File: config.mk
export PLATFORM = sky130hd
export DESIGN_NAME = quad_sample_ctrl
export DESIGN_NICKNAME = d
export VERILOG_FILES = /design/src/rtl/quad_sample_ctrl.sv
export SDC_FILE = /design/constraint.sdc
export NUM_CORES = 1
export LEC_CHECK = 0
export CORE_ASPECT_RATIO = 0.75
export CORE_MARGIN = 3
export CORE_UTILIZATION = 50
export DETAILED_ROUTE_END_ITERATION = 8
export PLACE_DENSITY = 0.79
export SLEW_MARGIN = 5
export SYNTH_ARGS = -nofsm -noshare
export SYNTH_HDL_FRONTEND = slang
export SYNTH_SLANG_ARGS = --single-unit
File: constraint.sdc
create_clock -name hba_clk -period 9.58 [get_ports hba_clk]
set_clock_uncertainty 0.2 [all_clocks]
set_input_delay 1.916 -clock hba_clk [delete_from_list [all_inputs] [get_ports hba_clk]]
set_output_delay 1.916 -clock hba_clk [all_outputs]
set_load 0.02 [all_outputs]
File: src/rtl/quad_sample_ctrl.sv
// quad_sample_ctrl: sampling sequencer for a two-channel quadrature encoder peripheral.
// On a programmable period it takes a coherent snapshot of both free-running encoder
// counts. It then publishes the snapshot plus the signed per-period deltas to the register
// bank with a one-cycle write strobe.
//
// Ports:
//   hba_clk, hba_reset   clock, asynchronous active-high reset
//   en, irq_en           sampling enable, interrupt enable
//   period               sample interval minus 1, in clocks
//   freeze               host read in progress; published outputs held
//   ack                  one-cycle host acknowledge; clears pending/overrun
//   count0, count1       free-running encoder counts
//   snap0, snap1         published snapshots
//   delta0, delta1       snapshot minus previous sample (modular)
//   wr_en                one-cycle register-bank load strobe
//   pending, overrun     handshake status
//   irq                  pending AND irq_en
module quad_sample_ctrl #(
  parameter int unsigned CNT_WIDTH    = 16,
  parameter int unsigned PERIOD_WIDTH = 16
) (
  input  logic                    hba_clk,
  input  logic                    hba_reset,
  input  logic                    en,
  input  logic                    irq_en,
  input  logic [PERIOD_WIDTH-1:0] period,
  input  logic                    freeze,
  input  logic                    ack,
  input  logic [CNT_WIDTH-1:0]    count0,
  input  logic [CNT_WIDTH-1:0]    count1,
  output logic [CNT_WIDTH-1:0]    snap0,
  output logic [CNT_WIDTH-1:0]    snap1,
  output logic [CNT_WIDTH-1:0]    delta0,
  output logic [CNT_WIDTH-1:0]    delta1,
  output logic                    wr_en,
  output logic                    pending,
  output logic                    overrun,
  output logic                    irq
);

  localparam logic [1:0] StIdle    = 2'd0;
  localparam logic [1:0] StRun     = 2'd1;
  localparam logic [1:0] StCapture = 2'd2;

  logic [1:0]              state_q, state_d;
  logic [PERIOD_WIDTH-1:0] tick_q, tick_d;
  logic [CNT_WIDTH-1:0]    prev0_q, prev0_d, prev1_q, prev1_d;
  logic [CNT_WIDTH-1:0]    cur0_q, cur0_d, cur1_q, cur1_d;
  logic [CNT_WIDTH-1:0]    snap0_q, snap0_d, snap1_q, snap1_d;
  logic [CNT_WIDTH-1:0]    delta0_q, delta0_d, delta1_q, delta1_d;
  logic                    wr_en_q, wr_en_d;
  logic                    pending_q, pending_d;
  logic                    overrun_q, overrun_d;

  logic tick;
  logic publish;
  logic drop;

  // The tick counter only runs outside IDLE; reaching zero marks the sampling edge.
  assign tick    = (state_q != StIdle) && (tick_q == '0);
  assign publish = (state_q == StCapture) && en && !freeze;
  // A tick arriving while a capture is still held cannot be stored and is lost.
  assign drop    = (state_q == StCapture) && en && tick;

  always_comb begin
    if (state_q == StIdle) begin
      tick_d = en ? period : tick_q;
    end else if (tick) begin
      tick_d = period;
    end else begin
      tick_d = tick_q - PERIOD_WIDTH'(1);
    end
  end

  always_comb begin
    state_d  = state_q;
    prev0_d  = prev0_q;
    prev1_d  = prev1_q;
    cur0_d   = cur0_q;
    cur1_d   = cur1_q;
    snap0_d  = snap0_q;
    snap1_d  = snap1_q;
    delta0_d = delta0_q;
    delta1_d = delta1_q;
    wr_en_d  = 1'b0;
    unique case (state_q)
      StIdle: begin
        if (en) begin
          // Baseline for the first delta; not published.
          prev0_d = count0;
          prev1_d = count1;
          state_d = StRun;
        end
      end
      StRun: begin
        if (!en) begin
          state_d = StIdle;
        end else if (tick) begin
          cur0_d  = count0;
          cur1_d  = count1;
          state_d = StCapture;
        end
      end
      StCapture: begin
        if (!en) begin
          state_d = StIdle;
        end else if (!freeze) begin
          snap0_d  = cur0_q;
          snap1_d  = cur1_q;
          delta0_d = cur0_q - prev0_q;
          delta1_d = cur1_q - prev1_q;
          prev0_d  = cur0_q;
          prev1_d  = cur1_q;
          wr_en_d  = 1'b1;
          state_d  = StRun;
        end
      end
      default: state_d = StIdle;
    endcase
  end

  // Ack clears the status, but a coincident publish keeps pending, a coincident
  // drop forces overrun, and ack with publish leaves overrun untouched.
  always_comb begin
    overrun_d = overrun_q;
    if (ack && !publish) overrun_d = 1'b0;
    if (publish && pending_q && !ack) overrun_d = 1'b1;
    if (drop) overrun_d = 1'b1;
  end

  always_comb begin
    pending_d = pending_q;
    if (publish) begin
      pending_d = 1'b1;
    end else if (ack) begin
      pending_d = 1'b0;
    end
  end

  always_ff @(posedge hba_clk or posedge hba_reset) begin
    if (hba_reset) begin
      state_q   <= StIdle;
      tick_q    <= '0;
      prev0_q   <= '0;
      prev1_q   <= '0;
      cur0_q    <= '0;
      cur1_q    <= '0;
      snap0_q   <= '0;
      snap1_q   <= '0;
      delta0_q  <= '0;
      delta1_q  <= '0;
      wr_en_q   <= 1'b0;
      pending_q <= 1'b0;
      overrun_q <= 1'b0;
    end else begin
      state_q   <= state_d;
      tick_q    <= tick_d;
      prev0_q   <= prev0_d;
      prev1_q   <= prev1_d;
      cur0_q    <= cur0_d;
      cur1_q    <= cur1_d;
      snap0_q   <= snap0_d;
      snap1_q   <= snap1_d;
      delta0_q  <= delta0_d;
      delta1_q  <= delta1_d;
      wr_en_q   <= wr_en_d;
      pending_q <= pending_d;
      overrun_q <= overrun_d;
    end
  end

  assign snap0   = snap0_q;
  assign snap1   = snap1_q;
  assign delta0  = delta0_q;
  assign delta1  = delta1_q;
  assign wr_en   = wr_en_q;
  assign pending = pending_q;
  assign overrun = overrun_q;
  assign irq     = pending_q & irq_en;

endmodule
==> flow_summary.ini <==
[status]
outcome = completed

[global_routing]
grt_max_degree = 102
grt_pass1_vias = 6072
antenna_found_initial = 0
grt_pass1_wl_microns = 31300
grtUsageTotal_pct = 22.1
overflow = 0

[timing]
timing_hold_violations_final = 0
fin_crit_ps = 5190
drv_slew = 0
tightest_slew_ps = 1040
slew_headroom_pct = 30.9
tns_ps = 0
rsz0062_at_grt = false
fin_crit_sh_pct = 54.1
max_freq_ghz = 0.193
setup_ws_ps = 4390
setup_viol = 0

[yosys]
ys_seq_area_share_pct = 46.7
ys_top_cells_by_area = dfrtp_1, nand2_1, mux2_4
yosys_warnings = 0
ys_ff_latch = 149
synth-edff-count = 0
synth_fp_nets = 918
yosys.area.top_type_share_pct = 46.7
async_reset_ff_share_pct = 100
synthFlopType = dfrtp_1
synth_area_sq_um = 7980
syn-instance-count = 831
avgSynthCellArea_sq_um = 9.60
yosys.cell_types.count = 64
synth_area_leader_cell = dfrtp_1

[layout]
multi_input_area_sq_um = 3900
syn_to_final_growth_pct = 23.7
fin_cells = 1152
seq_area_sq_um = 3730
nNetsFinal = 1022
drive_above_1_share_pct = 8.13
num_antenna_cells = 0
fin_util_pct = 64.0
fillers = 1328

[floorplan]
die_w_microns = 152
initial_core_util_pct = 51.8
core-area_sq_um = 15400
rows = 39
die_h_microns = 115
dieArea_sq_um = 17500
boundaryPins = 122

[route]
avgViaCountPerCell = 5.36
drt_iter0_drc = 342
drt_pass1_iterations = 5
ant_nets = 0
wirelength_microns = 18600
highest-signal-layer = met4
dr_wl_met3_microns = 913
route.detailed.drc = 0
vias = 6171
wire_per_inst_microns = 16.1
drt-met1-wl_microns = 9560
met2_wirelength_microns = 7830

[clock_network]
cts_max_level = 4
clkLatencyLatePin_ps = 420
cts.sinks = 149
cts_resized = 0
numCtsBuffers = 17
path_clk_slew_ps = 60
post_cts_buffers = 0
cts_root_buffer = clkbuf_16
hold_buffers = 0
cts_tree = built
cts_buffer_depth = 2

[power]
p_int_uw = 1140
power_uw = 1540
ir_drop_mv = 0.120
power.share.clock_pct = 42.1
swShare_pct = 25.6
p_leak_uw = 0.00494
powerDensity_nw_per_um2 = 155
seq_power_share_pct = 45.0
pwr-share-comb_pct = 12.9
p_switching_uw = 393

[placement]
gp_congestion = 0.836
hpwlAfterDp_microns = 12500
portBuffers = 121
placedCellCount = 1121
place_ws_ps = 4390

[worst_hold_path]
hold_class = flop to flop
holdPathStages = 2

[setup_path]
r2r_slack_ps = 6350
path_class = input pin to primary output
cp.required_ps = 7460
cp-end-kind = primary output
cp-start-kind = input pin
cp.arrival_ps = 3070
reg2reg_depth = 8
crit_fanout = 1

[flow_run]
max_cap_viol_count = 0
## cells by family (layout without fill, tap and decap cells)
| kind of cell | count (synthesis) | count (layout) | share of synthesized area [%] |
|---|---|---|---|
| AND/OR/NAND/NOR | 293 | 293 | 16.8 |
| flip-flops | 149 | 149 | 46.7 |
| XOR/XNOR | 20 | 20 | 2.19 |
| buffers and inverters | 85 | 201 | 4.48 |
| multiplexers | 63 | 63 | 9.81 |
| AO/OA/AOI/OAI | 188 | 188 | 14.7 |
| adder cells (fa/ha/maj) | 33 | 33 | 5.36 |
## cells in the mapped netlist (all sizes together) (5+ instances only)
| library cell | count |
|---|---|
| nand2 | 184 |
| dfrtp | 149 |
| o21ai | 84 |
| inv | 43 |
| nor2 | 36 |
| a21oi | 35 |
| mux2 | 32 |
| ha | 31 |
| mux2i | 31 |
| clkbuf | 24 |
| buf | 18 |
| nand3 | 13 |
| xor2 | 12 |
| a21o | 11 |
| o21a | 10 |
| nand2b | 8 |
| nor3 | 8 |
| nor4 | 8 |
| xnor2 | 8 |
| nor2b | 7 |
| o211ai | 6 |
| nor3b | 5 |
| o311ai | 5 |
## power groups by stage
stage | Combinational (uW) | Sequential, uW | Clock, uW
global placement | 193 | 699 | 0
finish | 198 | 690 | 647
CTS | 199 | 690 | 660
detailed placement | 197 | 701 | 0
global route | 225 | 695 | 687
floorplan | 137 | 695 | 0
## worst max-delay path, cell delays in order
cell,delay [ps]
clkdlybuf4s50_1,450
and2_1,110
clkdlybuf4s50_1,590
## sequential cells by signal (all words and copies together) (netlist names)
signal / count
pending: 1
delta1: 16
delta0: 16
snap1: 16
wr_en: 1
snap0: 16
state_q: 2
cur0_q: 16
overrun: 1
prev0_q: 16
cur1_q: 16
prev1_q: 16
tick_q: 16
## per-layer routing
layer	track usage, %	vias to the layer above
met5	0	-
met4	6.35	0
met3	4.85	20
met2	32.4	146
met1	33.1	2931
li1	-	3074
## stage by stage
| stage | instance area (sq um) | hold slack, ps |
|---|---|---|
| detailed placement | 9310 | 262 |
| global route | 9880 | 304 |
| floorplan | 7980 | 250 |
| CTS | 9880 | 277 |
| finish | 9880 | 272 |
| global placement | 9310 | 260 |
## path summary, 6_finish.rpt
path	from	to
setup / recovery	irq_en	irq
hold / removal	snap1[8]	snap1[8]
setup reg to reg	state_q[0]	delta1[12]
hold reg to reg	snap1[8]	snap1[8]
max in group asynchronous	hba_reset	prev0_q[7]
min in group asynchronous	hba_reset	snap0[11]
## cells in the final DEF, fill, tap and decap left out, drive strengths merged, types with 7 or more instances in the layout
cell type	Yosys	final
nor3	8	8
clkdlybuf4s50	0	121
nor2	36	36
mux2	32	32
clkbuf	24	22
o21a	10	10
dfrtp	149	149
nor2b	7	7
nand2b	8	8
xnor2	8	8
inv	43	43
ha	31	31
nand3	13	13
o21ai	84	84
mux2i	31	31
nor4	8	8
a21oi	35	35
a21o	11	11
xor2	12	12
nand2	184	184
## final cells by class
cell class              instances  area share, %
clock inverters                 9           1.05
clock buffers                  22           4.70
flip-flops and latches        149           37.8
multi-input cells             597           39.5
inverters                      43           1.69
repair buffers                127           12.7
well taps                     205           2.60
Power figures use the tool's default switching activity.
